<file path="config.mk">
export PLATFORM = sky130hd
export DESIGN_NAME = sha256_message_padder
export DESIGN_NICKNAME = d
export VERILOG_FILES = /design/src/rtl/sha256_message_padder.sv
export SDC_FILE = /design/constraint.sdc
export NUM_CORES = 1
export LEC_CHECK = 0
export ABC_AREA = 1
export BUFFER_PORTS_ARGS = -buffer_cell sky130_fd_sc_hd__buf_2
export CAP_MARGIN = 10
export CORE_ASPECT_RATIO = 1.1
export CORE_UTILIZATION = 50
export CTS_CLUSTER_DIAMETER = 40
export DETAILED_ROUTE_END_ITERATION = 10
export PLACE_DENSITY_LB_ADDON = 0.12
export SYNTH_ARGS = -nofsm -noshare
export SYNTH_HDL_FRONTEND = slang
export SYNTH_SLANG_ARGS = --single-unit
</file>
<file path="constraint.sdc">
create_clock -name clk -period 2.3 [get_ports clk]
set_input_delay 0.115 -clock clk [delete_from_list [all_inputs] [get_ports clk]]
set_output_delay 0.115 -clock clk [all_outputs]
set_load 0.1 [all_outputs]
</file>
<file path="src/rtl/sha256_message_padder.sv">
// sha256_message_padder
// ---------------------------------------------------------------------------
// This block assembles a big-endian 32-bit byte stream into 512-bit SHA-256
// blocks. On the final word of a message it applies the standard padding:
// a 0x80 terminator byte, zero fill, and the 64-bit big-endian message bit
// length. If the terminator and the length do not both fit in the current
// block, the block is emitted as-is. A second pad-only block then follows.
//
// Ports:
//   clk             rising-edge clock
//   sync_rst        synchronous active-high reset; discards any partial message
//   data_in         message word; the first byte is in [31:24]
//   data_in_keep    byte count of the final word (0..4, values >4 count as 4)
//   data_in_last    final word of the message
//   data_in_valid   input word valid
//   data_in_ready   padder can accept a word (only while collecting)
//   data_out        512-bit block; word k is at [511-32k -: 32]
//   data_out_last   final padded block of the message
//   data_out_valid  block valid
//   data_out_ready  downstream accepts the block
//   msg_len_bits    (only with SHA256_PADDER_LEN_OUT_EN) total message bit
//                   length, updated when the final block becomes pending
//
// Optional feature macro: SHA256_PADDER_LEN_OUT_EN
// ---------------------------------------------------------------------------
module sha256_message_padder #(
    parameter int INWIDTH   = 32,
    parameter int OUTWIDTH  = 512,
    parameter int LENWIDTH  = 64,
    parameter int KEEPWIDTH = $clog2(INWIDTH/8)+1
) (
    input  logic                 clk,
    input  logic                 sync_rst,
    input  logic [INWIDTH-1:0]   data_in,
    input  logic [KEEPWIDTH-1:0] data_in_keep,
    input  logic                 data_in_last,
    input  logic                 data_in_valid,
    output logic                 data_in_ready,
    output logic [OUTWIDTH-1:0]  data_out,
    output logic                 data_out_last,
    output logic                 data_out_valid,
    input  logic                 data_out_ready
`ifdef SHA256_PADDER_LEN_OUT_EN
    ,
    output logic [LENWIDTH-1:0]  msg_len_bits
`endif
);

    localparam int BLK_BYTES = OUTWIDTH/8;
    localparam int LEN_BYTE0 = BLK_BYTES - LENWIDTH/8;

    typedef enum logic [1:0] {COLLECT, EMIT_DATA, EMIT_EXTRA, EMIT_FINAL} state_t;

    state_t                state_reg, state_next;
    logic [OUTWIDTH-1:0]   acc_reg, acc_next;
    logic [3:0]            cnt_reg, cnt_next;
    logic [LENWIDTH-4:0]   byte_cnt_reg, byte_cnt_next;
    logic                  pad_done_reg, pad_done_next;

    // Candidate block contents, selected by the FSM.
    logic [OUTWIDTH-1:0]   word_blk;   // accumulator with data_in in slot cnt
    logic [OUTWIDTH-1:0]   last_blk;   // accumulator closed off with padding
    logic [OUTWIDTH-1:0]   pad_blk;    // pad-only follow-up block

    logic [2:0]            keep_clamped;
    logic [6:0]            slot_base;  // byte index of slot cnt
    logic [6:0]            pos;        // byte index right after the last message byte
    logic [LENWIDTH-4:0]   byte_cnt_sum;
    logic [LENWIDTH-1:0]   len_last;   // length including the final word
    logic [LENWIDTH-1:0]   len_cur;    // length already accumulated

    assign keep_clamped = (data_in_keep > KEEPWIDTH'(4)) ? 3'd4 : 3'(data_in_keep);
    assign slot_base    = {1'b0, cnt_reg, 2'b00};
    assign pos          = slot_base + {4'b0000, keep_clamped};
    assign byte_cnt_sum = byte_cnt_reg + (LENWIDTH-3)'(keep_clamped);
    assign len_last     = {byte_cnt_sum, 3'b000};
    assign len_cur      = {byte_cnt_reg, 3'b000};

    generate
        for (genvar gi = 0; gi < BLK_BYTES; gi++) begin : g_byte
            localparam logic [3:0] SLOT = 4'(gi/4);
            localparam logic [6:0] IDX  = 7'(gi);
            localparam int         LANE = gi % 4;

            logic [7:0] acc_byte;
            logic [7:0] in_byte;
            logic [7:0] len_last_byte;
            logic [7:0] len_cur_byte;

            assign acc_byte = acc_reg[OUTWIDTH-1-8*gi -: 8];
            assign in_byte  = data_in[INWIDTH-1-8*LANE -: 8];

            if (gi >= LEN_BYTE0) begin : g_len
                assign len_last_byte = len_last[LENWIDTH-1-8*(gi-LEN_BYTE0) -: 8];
                assign len_cur_byte  = len_cur[LENWIDTH-1-8*(gi-LEN_BYTE0) -: 8];
            end else begin : g_nolen
                assign len_last_byte = 8'h00;
                assign len_cur_byte  = 8'h00;
            end

            assign word_blk[OUTWIDTH-1-8*gi -: 8] = (cnt_reg == SLOT) ? in_byte : acc_byte;

            // Earlier slots keep their data; the bytes up to pos come from the
            // final word; then the terminator; then zeros, or the length when
            // the terminator leaves room for it (pos <= 55).
            assign last_blk[OUTWIDTH-1-8*gi -: 8] =
                (IDX < slot_base)                    ? acc_byte      :
                (IDX < pos)                          ? in_byte       :
                (IDX == pos)                         ? 8'h80         :
                (pos <= 7'(LEN_BYTE0 - 1))           ? len_last_byte :
                                                       8'h00;

            if (gi == 0) begin : g_pad0
                assign pad_blk[OUTWIDTH-1 -: 8] = pad_done_reg ? 8'h00 : 8'h80;
            end else begin : g_padn
                assign pad_blk[OUTWIDTH-1-8*gi -: 8] = len_cur_byte;
            end
        end
    endgenerate

    always_ff @(posedge clk) begin
        if (sync_rst) begin
            state_reg    <= COLLECT;
            acc_reg      <= '0;
            cnt_reg      <= '0;
            byte_cnt_reg <= '0;
            pad_done_reg <= 1'b0;
        end else begin
            state_reg    <= state_next;
            acc_reg      <= acc_next;
            cnt_reg      <= cnt_next;
            byte_cnt_reg <= byte_cnt_next;
            pad_done_reg <= pad_done_next;
        end
    end

    always_comb begin
        state_next     = state_reg;
        acc_next       = acc_reg;
        cnt_next       = cnt_reg;
        byte_cnt_next  = byte_cnt_reg;
        pad_done_next  = pad_done_reg;
        data_in_ready  = 1'b0;
        data_out_valid = 1'b0;
        data_out_last  = 1'b0;
        data_out       = acc_reg;

        case (state_reg)
            COLLECT: begin
                data_in_ready = 1'b1;
                if (data_in_valid) begin
                    if (!data_in_last) begin
                        acc_next      = word_blk;
                        cnt_next      = cnt_reg + 4'd1;
                        byte_cnt_next = byte_cnt_reg + (LENWIDTH-3)'(4);
                        if (cnt_reg == 4'd15) begin
                            state_next = EMIT_DATA;
                        end
                    end else begin
                        acc_next      = last_blk;
                        byte_cnt_next = byte_cnt_sum;
                        if (pos < 7'(BLK_BYTES)) begin
                            pad_done_next = 1'b1;
                        end
                        state_next = (pos <= 7'(LEN_BYTE0 - 1)) ? EMIT_FINAL : EMIT_EXTRA;
                    end
                end
            end
            EMIT_DATA: begin
                data_out_valid = 1'b1;
                if (data_out_ready) begin
                    acc_next   = '0;
                    cnt_next   = '0;
                    state_next = COLLECT;
                end
            end
            EMIT_EXTRA: begin
                data_out_valid = 1'b1;
                // The pad block is loaded on the handshake edge so that the
                // final block is valid on the very next cycle.
                if (data_out_ready) begin
                    acc_next   = pad_blk;
                    state_next = EMIT_FINAL;
                end
            end
            EMIT_FINAL: begin
                data_out_valid = 1'b1;
                data_out_last  = 1'b1;
                if (data_out_ready) begin
                    cnt_next      = '0;
                    byte_cnt_next = '0;
                    pad_done_next = 1'b0;
                    state_next    = COLLECT;
                end
            end
            default: begin
                state_next = COLLECT;
            end
        endcase
    end

`ifdef SHA256_PADDER_LEN_OUT_EN
    always_ff @(posedge clk) begin
        if (sync_rst) begin
            msg_len_bits <= '0;
        end else if (state_reg == COLLECT && data_in_valid && data_in_last &&
                     pos <= 7'(LEN_BYTE0 - 1)) begin
            msg_len_bits <= len_last;
        end else if (state_reg == EMIT_EXTRA && data_out_ready) begin
            msg_len_bits <= len_cur;
        end
    end
`endif

endmodule
</file>
* Yosys cells after proc, flatten, opt, wreduce, memory -nomap -nowiden
Index checks and enable logic that the tools add are counted.
** Word-level totals
- Input bits :: 40
- Flip-flop bits (word level) :: 580
** Cells by class
- Mux-type cells :: 294
- Add/sub/neg operators :: 4
- Reduce and logical (&&, ||, !) cells :: 76
- Equality and inequality tests :: 169
- $lt $le $gt $ge :: 131
** Operator list (count)
- 8-bit 2-to-1 mux :: 265
- 512-bit 2-to-1 mux :: 4
- 512-bit one-hot mux with 3 select lines :: 1
- 6-bit AND reduction :: 64
- 3-bit inequality test, second input constant :: 80
- 6-bit by 7-bit == test with 1-bit output, first input constant :: 32
- 6-bit by 7-bit less-than comparator with 1-bit output, first input constant :: 32
- 6-bit less-than comparator, first input constant :: 32
- 61-bit 2-to-1 mux :: 3
- 61-bit one-hot mux with 2 select lines :: 1
- 5-bit by 7-bit == test with 1-bit output, first input constant :: 16
- 5-bit by 7-bit less-than comparator with 1-bit output, first input constant :: 16
- 5-bit by 6-bit less-than comparator with 1-bit output, first input constant :: 16
- 61-bit by 3-bit adder with 61-bit output :: 1
- 61-bit by 3-bit adder with 61-bit output, second input constant :: 1
- 4-bit by 7-bit == test with 1-bit output, first input constant :: 8
- 4-bit by 7-bit less-than comparator with 1-bit output, first input constant :: 8
- 4-bit by 6-bit less-than comparator with 1-bit output, first input constant :: 8
- 4-bit == test, second input constant :: 8
- 3-bit by 7-bit == test with 1-bit output, first input constant :: 4
- 3-bit by 7-bit less-than comparator with 1-bit output, first input constant :: 4
- 3-bit by 6-bit less-than comparator with 1-bit output, first input constant :: 4
- 4-bit by 3-bit == test with 1-bit output, second input constant :: 4
- 2-bit by 7-bit == test with 1-bit output, first input constant :: 2
- other kinds (33) :: 60

* Longest topological paths before layout
- Depth after elaboration :: 11
- Depth in mapped cells :: 16
- Depth with buffers taken out :: 16

* Worst setup path after synthesis
Ideal clock, no wire load.
- Path type :: flip-flop to flip-flop
- Start point :: register state_reg[0]
- End point :: register acc_reg[500] (netlist: data_out[500])
- Stages on the path, launching flop included :: 13
- Required time :: 2230 ps
- Path slack :: -1190 ps
- Arrival time :: 3420 ps
- Library setup time :: 70 ps
- Cells stage by stage :: dfxtp_1 -> inv_1 -> ha_1 -> clkinv_2 -> nor2_1 -> nor3_2 -> buf_4 -> o21ai_2 -> a21oi_1 -> inv_2 -> clkbuf_1 -> nand2_1 -> a21oi_1
** On the way
- Word-level cells in the longest chain between the ends :: 3
** Ends and longest elaborated chain
- from (decl) :: RTL line 54 : state_t state_reg, state_next;
- from (signal assigned) :: RTL line 129 : state_reg <= state_next;
- 2-bit by 1-bit == test with 1-bit output, or another cell as far along :: RTL line 148 : case (state_reg)
- 2-bit inequality test (no line), or another cell as far along
- 6-bit AND reduction (no line)
- to (signal assigned) :: RTL line 130 : acc_reg <= acc_next;
- to (decl) :: RTL line 55 : logic [OUTWIDTH-1:0] acc_reg, acc_next;
Parallel ways exist; a longest one is shown, timed or not.
A chain may end at the register's enable or synchronous reset.

* Worst setup path in the final report
- Start point :: register byte_cnt_reg[0]
- End point :: register byte_cnt_reg[60]
** On the way
- Word-level cells in the longest chain between the ends :: 4
** Ends and longest elaborated chain
- from (decl) :: RTL line 57 : logic [LENWIDTH-4:0] byte_cnt_reg, byte_cnt_next;
- from (signal assigned) :: RTL line 132 : byte_cnt_reg <= byte_cnt_next;
- 61-bit by 3-bit adder with 61-bit output (on tied branches) :: RTL line 155, 75
- 61-bit 2-to-1 mux * :: RTL line 152 : if (!data_in_last) begin
- 61-bit 2-to-1 mux * :: RTL line 151 : if (data_in_valid) begin
- 61-bit one-hot mux with 2 select lines * :: RTL line 148
Mark *: on every way between the ends. The rest lies on a longest branch, timed or not. The select of a mux whose other input is x is not followed.

==> out/results.tsv <==
metric	value	unit
outcome	finished clean	
clock_skew	0.0353	ns
grt_pass1_vias	29800	
vias	32900	
cts_tree	yes	
worstReg2RegEnd	byte_cnt_reg[60]	
cp_data_required_time	2.77	ns
fin_crit	2.28	ns
fmax	438	MHz
grt_pass1_wl	189000	um
synth_edf_count	0	
netlist_area	27200	um^2
final_antenna_net_count	0	
ys_top_cells_by_area	dfxtp_1 (43%), nand2_1 (16%), a21oi_1 (12%)	
cts.clk_slew.worst_paths	0.06	ns
min_path_cells	3	
hold_start	sync_rst	
path_cells	ha_4 > inv_4 > fa_2 > o21ai_4 > nand2_4 > buf_6 > nor2_4 > nand2_2 > nor2_1 > nand2_1 > nand2_1 > nand2_1 > nand3_2 > a21oi_2	
dieArea	55300	um^2
drive_above_1_share	0.283	
core_area	53700	um^2
largest_reg_flops	512	
placementRows	89	
synth_common_cells	nand2_1 (1188), a21oi_1 (647), dfxtp_1 (580), o21ai_0 (300)	
finalHoldViolCount	0	
totalWireLength	134000	um
ys_ff_latch	580	
crit_type	flip-flop to flip-flop	
drc	0	
grt_util_all_layers	0.461	
routedWlPerCell	23.6	um
grt_start_max_net_pins	200	
initial_core_util	0.506	
synth.most_common_cell	nand2_1	
end_kind	flip-flop	
drv_cap	0	
fillers	4699	
critical-path-max-stage-delay	0.38	ns
rsz0062_at_grt	true	
ys_seq_area_frac	0.427	
synth-warning-count	0	
first_iter_violations	3875	
yosysUniqueCellTypes	52	
final_cell_area	38200	um^2
cts_root_buf	clkbuf_16	
pin_count	555	
maxSlewHeadroom	0.315	
setup_viol	0	
drt-vias-per-instance	5.80	
path_max_fanout	3	
firstDrtPassIters	7	
synth_cells	3997	
async_flop_share	0	
yosys.area.top_type	dfxtp_1	
die_w	224	um
reg2reg_depth	14	
path_common_cell	nand2_1	
htree_levels	3	
gr-total-overflow	0	
cpLargestDelayFamily	simple AND/OR/NAND/NOR gates	
port_buffers	554	
crit_arrival	2.75	ns
tightest_slew	1.03	ns
dpl_cell_area	33700	um^2
syn-num-nets	4052	
nets	4935	
antenna_found_initial	3	
gp_congestion	1.04	
cts.path.max_buffers	3	
worst_hold_path.endpoint	data_out[183]	
hpwl	95100	um
cpMaxStageDelayCell	fa_2	
area_delta_synth_final	40.6	%
reg2reg_from	byte_cnt_reg[0]	
path_buf_inv	2	
clk_latency	0.64	ns
ys.flop_type	dfxtp_1	
cts_made_buffers	88	
clock_sinks	580	
netlist.area_leader.share	0.427	
startpoint_type	flip-flop	
finalMaxSlewViolations	0	
period_share	0.992	
synthesis.area_per_instance	6.80	um^2
hp-class	input port to flip-flop	
rrSetupSlack	0.02	ns
die_y	246	um
## kinds of logic (layout without fill, tap and decap cells)
logic type                 after synthesis  after routing  synth area share
buffers and inverters                  479           1431            0.0705
adders and majority gates               15             15           0.00719
and+or+nand+nor                       1850           1852             0.284
DFF                                    580            580             0.427
other                                    0              1                 0
AOI/OAI and AO/OA                     1036           1036             0.199
xor gates and xnor gates                37             37            0.0119
## how the worst max path moves through the flow
| stage | slack [ns] | startpoint | to | depth (start not counted) |
|---|---|---|---|---|
| final | 0.02 | byte_cnt_reg[0] | byte_cnt_reg[60] | 14 |
| after global routing | -0.09 | state_reg[0] | data_out[143] | 13 |
| after CTS | -0.13 | state_reg[0] | data_out[270] | 13 |
| after detailed placement | -0.70 | data_in_keep[1] | byte_cnt_reg[50] | 15 |
| after global placement | -0.57 | data_in_keep[1] | byte_cnt_reg[50] | 15 |
| after floorplan | 0.01 | state_reg[1] | data_out[33] | 12 |
## metrics by stage
stage                     instances   util  worst slack (ns)  hold WS, ns  TNS [ns]
after floorplan                3997      -            0.0102        0.258         0
after global placement         5446  0.627            -0.567        0.401    -28.28
after detailed placement       5446  0.627            -0.700        0.405    -43.97
after CTS                      5642  0.694            -0.133       0.0141     -3.08
after global routing           5680  0.712           -0.0929       0.0497     -1.16
final                          5680  0.712            0.0193      0.00441         0
## final cells by class
| type | count | area, um^2 | area share |
|---|---|---|---|
| Clock inverter | 58 | 732 | 0.0192 |
| Sequential cell | 580 | 11600 | 0.304 |
| Timing Repair Buffer | 1020 | 7260 | 0.190 |
| Clock buffer | 103 | 2330 | 0.0610 |
| Antenna cell | 1 | 2.50 | 0.0000655 |
| Inverter | 248 | 995 | 0.0260 |
| Multi-Input combinational cell | 2940 | 14300 | 0.375 |
| Timing Repair inverter | 2 | 15.0 | 0.000393 |
| Tap cell | 728 | 911 | 0.0239 |
## tightest hold or removal path, cell delays in order
cell     delay [ns]
buf_8          0.12
buf_12         0.19
a21oi_1        0.16
## layout by cell type, fill, tap and decap left out, drive strengths merged, types with 3 or more instances in the layout
| cell | Yosys | final |
|---|---|---|
| a21oi | 657 | 657 |
| a22oi | 9 | 9 |
| a31oi | 12 | 12 |
| and2 | 3 | 3 |
| buf | 75 | 991 |
| bufinv | 0 | 10 |
| clkbuf | 156 | 107 |
| clkinv | 6 | 30 |
| clkinvlp | 0 | 24 |
| dfxtp | 580 | 580 |
| dlygate4sd3 | 0 | 25 |
| ha | 14 | 14 |
| inv | 242 | 244 |
| nand2 | 1203 | 1204 |
| nand2b | 3 | 3 |
| nand3 | 272 | 272 |
| nand3b | 7 | 7 |
| nand4 | 37 | 37 |
| nor2 | 306 | 307 |
| nor3 | 14 | 14 |
| o211ai | 25 | 25 |
| o21ai | 322 | 322 |
| o22ai | 3 | 3 |
| xnor2 | 4 | 4 |
| xor2 | 33 | 33 |
## repair_timing
action,in CTS,in global routing
resized for setup,52,169
endpoints found under the setup margin,239,521
hold buffers,25,0
setup buffers,8,31
endpoints found under the hold margin,56,0
pin swaps,16,44
gates cloned,2,6
## routing by layer
metal | track usage | wire (um)
met3 | 0.102 | 13600
met4 | 0.398 | 12500
met1 | 0.519 | 46600
met2 | 0.740 | 61300
met5 | 0 | 0
Power is not shown: default switching activity piles up to over one toggle a cycle in this logic, so the estimate is an artifact.
